===== src/rtl/fft_config_sink.sv =====
// rtl/fft_config_sink.sv - FFT config channel sink applying words at data frame boundaries
module fft_config_sink #(
  parameter int         LOG2_NFFT     = 6,
  parameter logic       RST_FWD_INV   = 1'b0,
  parameter logic [7:0] RST_SCALE_SCH = 8'b01_10_10_10
) (
  input  logic        clk,
  input  logic        rst_n,
  input  logic [15:0] s_axis_config_tdata,
  input  logic        s_axis_config_tvalid,
  output logic        s_axis_config_tready,
  input  logic        data_tvalid,
  input  logic        data_tready,
  input  logic        data_tlast,
  output logic        cfg_fwd_inv,
  output logic [7:0]  cfg_scale_sch,
  output logic        cfg_valid,
  output logic        cfg_pending,
  output logic        evt_pad_err,
  output logic        evt_tlast_early,
  output logic        evt_tlast_missing
);

  typedef enum logic [1:0] {NO_CFG, IDLE, FRAME} state_t;

  localparam logic [LOG2_NFFT-1:0] LAST_IDX = '1;
  localparam logic [LOG2_NFFT-1:0] ONE      = LOG2_NFFT'(1);

  state_t               state, state_next;
  logic [LOG2_NFFT-1:0] cnt;
  logic [8:0]           pend_word;
  logic                 pending_next;

  logic accept, beat, at_last, frame_end, boundary, apply;

  assign accept    = s_axis_config_tvalid & s_axis_config_tready;
  assign beat      = data_tvalid & data_tready;
  assign at_last   = (cnt == LAST_IDX);
  assign frame_end = beat & (data_tlast | at_last);
  // A word may only take effect while no frame is in flight.
  assign boundary  = ((cnt == '0) & ~beat) | frame_end;
  // Only a word already sitting in the buffer applies; a word accepted this cycle waits one edge.
  assign apply     = cfg_pending & boundary;

  // State register for cfg_valid / in-frame tracking.
  always_ff @(posedge clk or negedge rst_n) begin
    if (!rst_n) state <= NO_CFG;
    else        state <= state_next;
  end

  // Next-state logic; cfg_valid is decoded from the state.
  always_comb begin
    state_next = state;
    cfg_valid  = 1'b1;
    case (state)
      NO_CFG: begin
        cfg_valid = 1'b0;
        if (apply) state_next = IDLE;
      end
      IDLE: begin
        if (beat && !frame_end) state_next = FRAME;
      end
      FRAME: begin
        if (frame_end) state_next = IDLE;
      end
      default: state_next = NO_CFG;
    endcase
  end

  // Data beat counter; any frame-ending beat returns it to zero.
  always_ff @(posedge clk or negedge rst_n) begin
    if (!rst_n)         cnt <= '0;
    else if (frame_end) cnt <= '0;
    else if (beat)      cnt <= cnt + ONE;
  end

  // Framing error pulses, one cycle after the offending beat.
  always_ff @(posedge clk or negedge rst_n) begin
    if (!rst_n) begin
      evt_tlast_early   <= 1'b0;
      evt_tlast_missing <= 1'b0;
    end else begin
      evt_tlast_early   <= beat & data_tlast & ~at_last;
      evt_tlast_missing <= beat & ~data_tlast & at_last;
    end
  end

  // One-entry pending buffer: apply and accept never coincide because tready is low while full.
  always_comb begin
    pending_next = cfg_pending;
    if (apply)       pending_next = 1'b0;
    else if (accept) pending_next = 1'b1;
  end

  // Pending word capture, pad-bit check, and registered ready.
  always_ff @(posedge clk or negedge rst_n) begin
    if (!rst_n) begin
      pend_word            <= '0;
      cfg_pending          <= 1'b0;
      s_axis_config_tready <= 1'b0;
      evt_pad_err          <= 1'b0;
    end else begin
      if (accept) pend_word <= {s_axis_config_tdata[8:1], s_axis_config_tdata[0]};
      cfg_pending          <= pending_next;
      s_axis_config_tready <= ~pending_next;
      evt_pad_err          <= accept & (|s_axis_config_tdata[15:9]);
    end
  end

  // Held configuration outputs, updated only when a pending word applies.
  always_ff @(posedge clk or negedge rst_n) begin
    if (!rst_n) begin
      cfg_fwd_inv   <= RST_FWD_INV;
      cfg_scale_sch <= RST_SCALE_SCH;
    end else if (apply) begin
      cfg_fwd_inv   <= pend_word[0];
      cfg_scale_sch <= pend_word[8:1];
    end
  end

endmodule


===== config.mk =====
export PLATFORM = sky130hd
export DESIGN_NAME = fft_config_sink
export DESIGN_NICKNAME = d
export VERILOG_FILES = /design/src/rtl/fft_config_sink.sv
export SDC_FILE = /design/constraint.sdc
export NUM_CORES = 1
export LEC_CHECK = 0
export ABC_AREA = 1
export ABC_CLOCK_PERIOD_IN_PS = 1850
export CORE_MARGIN = 2
export CORE_UTILIZATION = 47
export DETAILED_ROUTE_END_ITERATION = 16
export PLACE_DENSITY = 0.78
export SYNTH_ARGS = -nofsm -noshare
export SYNTH_HDL_FRONTEND = slang
export SYNTH_SLANG_ARGS = --single-unit

===== constraint.sdc =====
create_clock -name clk -period 1.85 [get_ports clk]
set_clock_uncertainty 0.1 [all_clocks]
set_input_delay 0.37 -clock clk [delete_from_list [all_inputs] [get_ports clk]]
set_output_delay 0.37 -clock clk [all_outputs]
set_load 0.005 [all_outputs]

Yosys cells after proc, flatten, opt, wreduce, memory -nomap -nowiden
Cells that the tools add are included.
{"block": "classes", "n_addsub": 1, "eq_ne": 6, "mux": 9, "n_bitwise": 16, "n_reduce_logical": 7}
{"cell": "$mux 6", "count": 2}
{"cell": "$and 1x1->1", "count": 10}
{"cell": "$reduce_or 7->1", "count": 1}
{"cell": "$add 6x1->6 const B", "count": 1}
{"cell": "$eq 6x6->1 const B", "count": 1}
{"cell": "$logic_not 6->1", "count": 1}
{"cell": "$mux 2", "count": 3}
{"cell": "$ne 2x2->1 const B", "count": 3}
{"cell": "$pmux 2 s3", "count": 1}
{"cell": "$not 1->1", "count": 4}
{"cell": "$mux 1", "count": 3}
{"cell": "$reduce_and 3->1", "count": 1}
{"cell": "$eq 2x1->1 const B", "count": 1}
{"cell": "$eq 2x2->1 const B", "count": 1}
{"cell": "$logic_not 2->1", "count": 1}
{"cell": "$or 1x1->1", "count": 2}
{"cell": "$reduce_bool 2->1", "count": 1}
{"cell": "$logic_and 1x1->1", "count": 1}
{"cell": "$logic_not 1->1", "count": 1}
{"block": "word_totals", "ff_bits": 31, "inputBits": 22, "output_inout_bits": 15, "word_cells": 49}

Depth between registers and ports, before layout
Gate-level depths: netlist of the first run.
{"block": "logic_depth", "word_depth": 7, "mapped_depth": 10, "mapped_depth_nobuf": 9}

Worst setup path after synthesis of the first run
No wires, ideal clock.
{"block": "synth_path", "path_kind": "register to register", "start": "reg cnt[0]", "end": "reg state[0]", "setup_time_ps": 116, "t_arrival_ps": 1169, "required_time_ps": 1634, "slack_ps": 465, "stages_incl_launch_ff": 11, "n_path_buf": 1, "synth_period_minus_slack_ps": 1385, "cell_sequence": "dfrtp_1 -> ha_1 -> nand2_2 -> nor2_4 -> nand2_2 -> nand2_2 -> nand3_4 -> buf_6 -> nand2_2 -> nand2_1 -> nand2_1"}
{"block": "synth_between", "elab_chain_len": 7, "word_cells_on_any_way": 13, "cone_classes": "eq/ne: 4; bitwise: 5; reduce/logical: 4"}
{"item": "start: declaration", "line_no": "30", "text": "logic [LOG2_NFFT-1:0] cnt;"}
{"item": "start signal: assignment", "line_no": "74", "text": "else if (beat) cnt <= cnt + ONE;"}
{"item": "$eq 6x6->1", "line_no": "38", "text": "assign at_last = (cnt == LAST_IDX);"}
{"item": "$or 1x1->1", "line_no": "39", "text": "assign frame_end = beat & (data_tlast | at_last);"}
{"item": "$and 1x1->1", "line_no": "39"}
{"item": "$or 1x1->1 / $logic_not 1->1 (equally long branches)", "line_no": "41, 61"}
{"item": "$and 1x1->1 / $logic_and 1x1->1 (equally long branches)", "line_no": "43, 61"}
{"item": "$ne 2x2->1 (no line)"}
{"item": "$reduce_and 3->1 (no line) *"}
{"item": "end signal: assignment", "line_no": "48", "text": "else state <= state_next;"}
{"item": "end: declaration", "line_no": "29", "text": "state_t state, state_next;"}
Every way passes the cells marked *; elsewhere a longest branch is shown, timed or not.
A chain may end at the register's enable or synchronous reset.

Worst setup path after layout of the first run
{"block": "layout_path", "start": "reg cfg_pending", "end": "out cfg_pending"}
{"item": "start: declaration", "line_no": "18", "text": "output logic cfg_pending,"}
{"item": "start signal: assignment", "line_no": "104", "text": "cfg_pending <= pending_next;"}
No word-level cell between the ends.

==> results of run 1 <==
registers in the layout (all words and copies together) (netlist names):
| register | count |
|---|---|
| state | 2 |
| pend_word | 9 |
| evt_tlast_missing | 1 |
| evt_tlast_early | 1 |
| s_axis_config_tready | 1 |
| cfg_scale_sch | 8 |
| cfg_fwd_inv | 1 |
| evt_pad_err | 1 |
| cnt | 6 |
| cfg_pending | 1 |
report_power, final:
group	switching, µW	internal (µW)	total (µW)	leakage, µW
registers	162	970	1130	0.000378
clock network	216	223	439	0.0000386
logic	392	528	920	0.000504
worst min-delay path by stage:
stage / end / slack, ps / depth (start not counted) / from
5_1_grt: cnt[2] / 340 / 2 / rst_n
6_report: cnt[2] / 330 / 2 / rst_n
2_1_floorplan: cfg_fwd_inv / -30 / 0 / rst_n
3_5_place_dp: cfg_scale_sch[0] / 360 / 2 / pend_word[1]
3_3_place_gp: cfg_scale_sch[1] / 350 / 2 / pend_word[2]
4_1_cts: cnt[2] / 330 / 2 / rst_n
layout by cell type, fill, tap and decap left out:
cell / n
a21oi_1: 3
a21oi_2: 1
a31oi_1: 1
buf_12: 1
buf_4: 5
clkbuf_1: 1
clkbuf_4: 5
clkbuf_8: 2
clkdlybuf4s50_1: 31
dfrtp_1: 27
dfstp_2: 4
dlygate4sd2_1: 2
dlymetal6s2s_1: 3
ha_1: 2
inv_1: 12
inv_2: 2
mux2_2: 9
nand2_1: 44
nand2_2: 4
nand3_1: 4
nand3_4: 1
nand4_1: 1
nor2_1: 10
nor2_2: 1
nor2_4: 1
nor3_1: 2
nor4_1: 1
o21ai_0: 3
xor2_1: 2
through the flow:
| step | instance area (µm²) | worst slack (ps) | std cells | hold slack (ps) | utilization [%] |
|---|---|---|---|---|---|
| after floorplan | 1340 | 465 | 137 | -25.6 | - |
| after global placement | 1760 | 83.8 | 205 | 348 | 64.3 |
| after detailed placement | 1760 | -34.1 | 205 | 358 | 64.3 |
| after CTS | 1840 | -2.07 | 214 | 331 | 67.1 |
| after global routing | 1860 | 20.4 | 216 | 343 | 68.0 |
| final | 1860 | 96.8 | 216 | 329 | 68.0 |
cells in the mapped netlist (all sizes together):
master | n | area share, %
nand4 | 1 | 0.47
nor2 | 12 | 3.9
o21ai | 3 | 1.1
ha | 2 | 1.9
a21oi | 4 | 1.8
nor3 | 2 | 0.75
dfstp | 4 | 7.8
mux2 | 9 | 7.6
nand2 | 48 | 14
xor2 | 2 | 1.3
a31oi | 1 | 0.47
buf | 2 | 1.2
nor4 | 1 | 0.47
dfrtp | 27 | 50
inv | 14 | 3.9
nand3 | 5 | 2.8
layout make-up:
| cell class | instances | area [µm²] |
|---|---|---|
| clock buffers | 8 | 68.8 |
| fillers | 204 | 876 |
| inverters | 14 | 52.6 |
| multi-input cells | 90 | 494 |
| flip-flops and latches | 31 | 781 |
| well taps | 31 | 38.8 |
| repair buffers | 42 | 423 |
timing repair:
action,in CTS,in global routing
pin swaps,0,1
gates resized for setup,3,3
hold buffers,0,0
buffers inserted,1,2
setup endpoints to repair,3,3
logic make-up (layout without fill, tap and decap cells):
group | Yosys count | count (layout) | share of synthesized area [%]
XOR/XNOR | 2 | 2 | 1.31
adder cells (fa/ha/maj) | 2 | 2 | 1.87
buffers and inverters | 16 | 64 | 5.13
AO/OA/AOI/OAI | 8 | 8 | 3.36
flip-flops | 31 | 31 | 58.2
AND/OR/NAND/NOR | 69 | 69 | 22.6
multiplexers | 9 | 9 | 7.56
per-layer routing:
layer  vias to the layer above  global-route usage, %
met4                         0                   4.98
met1                       499                   21.9
met5                         -                      0
met3                         4                   6.80
met2                        38                   31.7
li1                        526                      -
==> reports/metrics.yaml, run 1 <==
critical_path.endpoint: "cfg_pending"
drv_slew: 0
fin_crit_sh_pct: 94.8
finalPower_uw: 2490
ios: 37
grt_pass1_wl_mm: 4.64
wl_met3_um: 185
rows: 19
core_um2: 2730
via_per_inst: 4.94
top_layer: "met4"
crit_buf_inv: 1
status: "completed"
rsz0062_at_grt: "false"
port_buffers: 36
wl_per_cell_um: 12.1
worstSetupPathType: "reg2out"
fp.dieArea_um2: 3300
cts_max_path_buffers: 2
wl_met2_mm: 1.35
startpoint: "cfg_pending"
maxCapViolCount: 0
wirelength_mm: 2.62
firstDrtPassIters: 4
worstPathRequired_ps: 1380
seq_area_frac_synth_pct: 58.2
hold_viol: 0
clk_latency_ps: 320
fin_tns_setup_ps: 0
syn_area_um2: 1340
rr_worst_depth: 9
die_y_um: 57.4
crit_path_start_kind: "flop"
grt_antenna_before_repair: 0
crit_chain: "clkdlybuf4s50_1"
r2r_slack_ps: 280
drt-initial-drc-count: 41
die_w_um: 57.4
crit_slowest_cell: "clkdlybuf4s50_1"
grt_max_degree: 32
nets: 208
drt-met1-wl_mm: 1.06
power.density_nw_per_um2: 1340
syn_inst: 137
finalSetupViolCount: 0
cts_buffers: 5
grtUsageTotal_pct: 18.5
relSlewSlack_pct: 71.8
start_util_pct: 49.1
area_delta_synth_final_pct: 38.5
place_congestion: 0.786
cts_sinks: 31
syn_avg_cell_area_um2: 9.79
irDropWorstVdd_mv: 0.894
grt_overflow: 0
leakagePower_uw: 0.000921
cp_top_family: "buffers and inverters"
dpl.hpwl_mm: 1.94
period_minus_slack_ps: 1750
vias: 1067
fmax_mhz: 570
path_depth: 1
cp-end-kind: "output port"
diodes: 0
grt_pass1_vias: 1114
cp_max_fo: 3
cp_slowest_stage_delay_ps: 530
drive_above_1_share_pct: 19.5
r2r-end: "cfg_scale_sch[7]"
cts_max_level: 2
hp-class: "in2async"
path_clk_slew_ps: 90
cts-root-buf: "clkbuf_4"
ant_nets: 0
crit_arrival_ps: 1280
drc: 0
r2r-start: "cnt[1]"
syn_nets: 161
ys_seq_elements: 31
worst_pin_slew_ps: 420
ys_types: 22
cts_tree: "built"
synth_warnings: 0
Power figures use the tool's default switching activity.
==> run 2, diff against run 1 <==
- PLACE_DENSITY: 0.78 -> 0.85
==> run 2 against run 1 <==
Compared with the run above: count of clock-buffer cells in the layout shrank 1; global-route usage grew 0.90 points; routed wire length increased by 6.3%; sequential share of layout area is 1.3 points higher; largest power group unchanged; first-iteration DRC count down 24%; largest cell class unchanged; cell area decreased by 3.0%; via count fell by 0.19%.
==> reports/metrics.yaml, run 2 (synthesis gave the netlist of run 1 again) <==
cts-root-buf: "clkbuf_4"  # unchanged
relSlewSlack_pct: 73.7  # was 71.8%
cts_sinks: 31  # unchanged
fin_crit_sh_pct: 95.6  # was 94.8%
fmax_mhz: 565  # was 570 MHz
finalPower_uw: 2360  # was 2490 µW
hold_viol: 0  # unchanged
ios: 37  # unchanged
crit_chain: "clkdlybuf4s50_1"  # unchanged
cts_tree: "built"  # unchanged
r2r-start: "cnt[1]"  # unchanged
period_minus_slack_ps: 1770  # was 1750 ps
cp_max_fo: 3  # unchanged
cts_max_path_buffers: 2  # unchanged
startpoint: "cfg_pending"  # unchanged
rr_worst_depth: 9  # unchanged
crit_buf_inv: 1  # unchanged
wirelength_mm: 2.79  # was 2.62 mm
grt_overflow: 0  # unchanged
place_congestion: 0.789  # was 0.786
clk_latency_ps: 330  # was 320 ps
wl_per_cell_um: 13.1  # was 12.1 µm
status: "completed"  # unchanged
fin_tns_setup_ps: 0  # unchanged
rsz0062_at_grt: "false"  # unchanged
r2r_slack_ps: 250  # was 280 ps
regMostFlops: "pend_word"  # unchanged
leakagePower_uw: 0.000883  # was 0.000921 µW
power.density_nw_per_um2: 1310  # was 1340 nW/µm²
largest_reg_flops: 9  # unchanged
fp.dieArea_um2: 3300  # unchanged
reg_top3: "pend_word x9, cfg_scale_sch x8, cnt x6"  # unchanged
grt_antenna_before_repair: 0  # unchanged
hp-class: "in2async"  # unchanged
nets: 206  # was 208
crit_slowest_cell: "clkdlybuf4s50_1"  # unchanged
maxCapViolCount: 0  # unchanged
port_buffers: 36  # unchanged
core_um2: 2730  # unchanged
drc: 0  # unchanged
drv_slew: 0  # unchanged
irDropWorstVdd_mv: 0.792  # was 0.894 mV
die_w_um: 57.4  # unchanged
worstSetupPathType: "reg2out"  # unchanged
cts_max_level: 2  # unchanged
grtUsageTotal_pct: 19.4  # was 18.5%
dpl.hpwl_mm: 2.11  # was 1.94 mm
cp-end-kind: "output port"  # unchanged
via_per_inst: 5.00  # was 4.94
path_clk_slew_ps: 90  # about the same
cp_slowest_stage_delay_ps: 530  # about the same
vias: 1065  # was 1,067
cp_top_family: "buffers and inverters"  # unchanged
area_delta_synth_final_pct: 34.4  # was 38.5%
grt_pass1_vias: 1126  # was 1,114
firstDrtPassIters: 4  # unchanged
drt-initial-drc-count: 31  # was 41
diodes: 0  # unchanged
finalSetupViolCount: 0  # unchanged
final_cell_mix: "nand2_1, clkdlybuf4s50_1, dfrtp_1"  # unchanged
die_y_um: 57.4  # unchanged
rows: 19  # unchanged
worstPathRequired_ps: 1380  # about the same
grt_max_degree: 32  # unchanged
worst_pin_slew_ps: 392  # was 420 ps
start_util_pct: 49.1  # unchanged
cts_buffers: 5  # unchanged
final_common_cell: "nand2_1"  # unchanged
drive_above_1_share_pct: 17.6  # was 19.5%
ant_nets: 0  # unchanged
crit_arrival_ps: 1300  # was 1280 ps
r2r-end: "cfg_fwd_inv"  # was cfg_scale_sch[7]
hold_slack_ps: 328  # was 329 ps
crit_path_start_kind: "flop"  # unchanged
grt_pass1_wl_mm: 4.72  # was 4.64 mm
## run 2: per-layer routing
metal  global-route usage (%)  share of wire [%]
met4                     8.64                1.6
met2                     33.3                 52
met3                     7.71                6.2
met5                        0                  0
met1                     21.0                 40
## run 2: report_power, final
group / leakage (µW) / internal [µW] / switching (µW)
Combinational: 0.000479 / 483 / 382
Sequential: 0.000378 / 970 / 168
Clock: 0.0000254 / 143 / 214
## run 2: layout make-up
type | instances | area, µm²
fill | 240 | 931
sequential | 31 | 781
tap | 31 | 38.8
clock buffer | 7 | 45.0
timing repair buffer | 40 | 392
multi-input combinational | 90 | 494
inverter | 14 | 52.6
## run 2: worst max-delay path by stage
| stage | depth (start not counted) | end | slack (ps) |
|---|---|---|---|
| after floorplan | 10 | state[0] | 460 |
| after global placement | 8 | s_axis_config_tready | 80 |
| after detailed placement | 7 | cnt[5] | 9 |
| after CTS | 3 | cfg_valid | 7 |
| after global routing | 1 | cfg_pending | 20 |
| final | 1 | cfg_pending | 80 |
## run 2: what timing repair did
item / CTS / global route
gates resized for setup: 4 / 2
setup buffers: 1 / 0
hold buffers: 0 / 0
endpoints found under the setup margin: 4 / 2
pin swaps: 0 / 1
## run 2: stage by stage
stage                     utilization (%)  cells  worst slack [ps]  cell area [µm²]
final                                65.9    213              81.1             1800
after global routing                 65.9    213              17.2             1800
after CTS                            65.8    213              7.44             1800
after detailed placement             63.9    205              9.02             1750
after global placement               63.9    205              81.0             1750
after floorplan                         -    137               465             1340
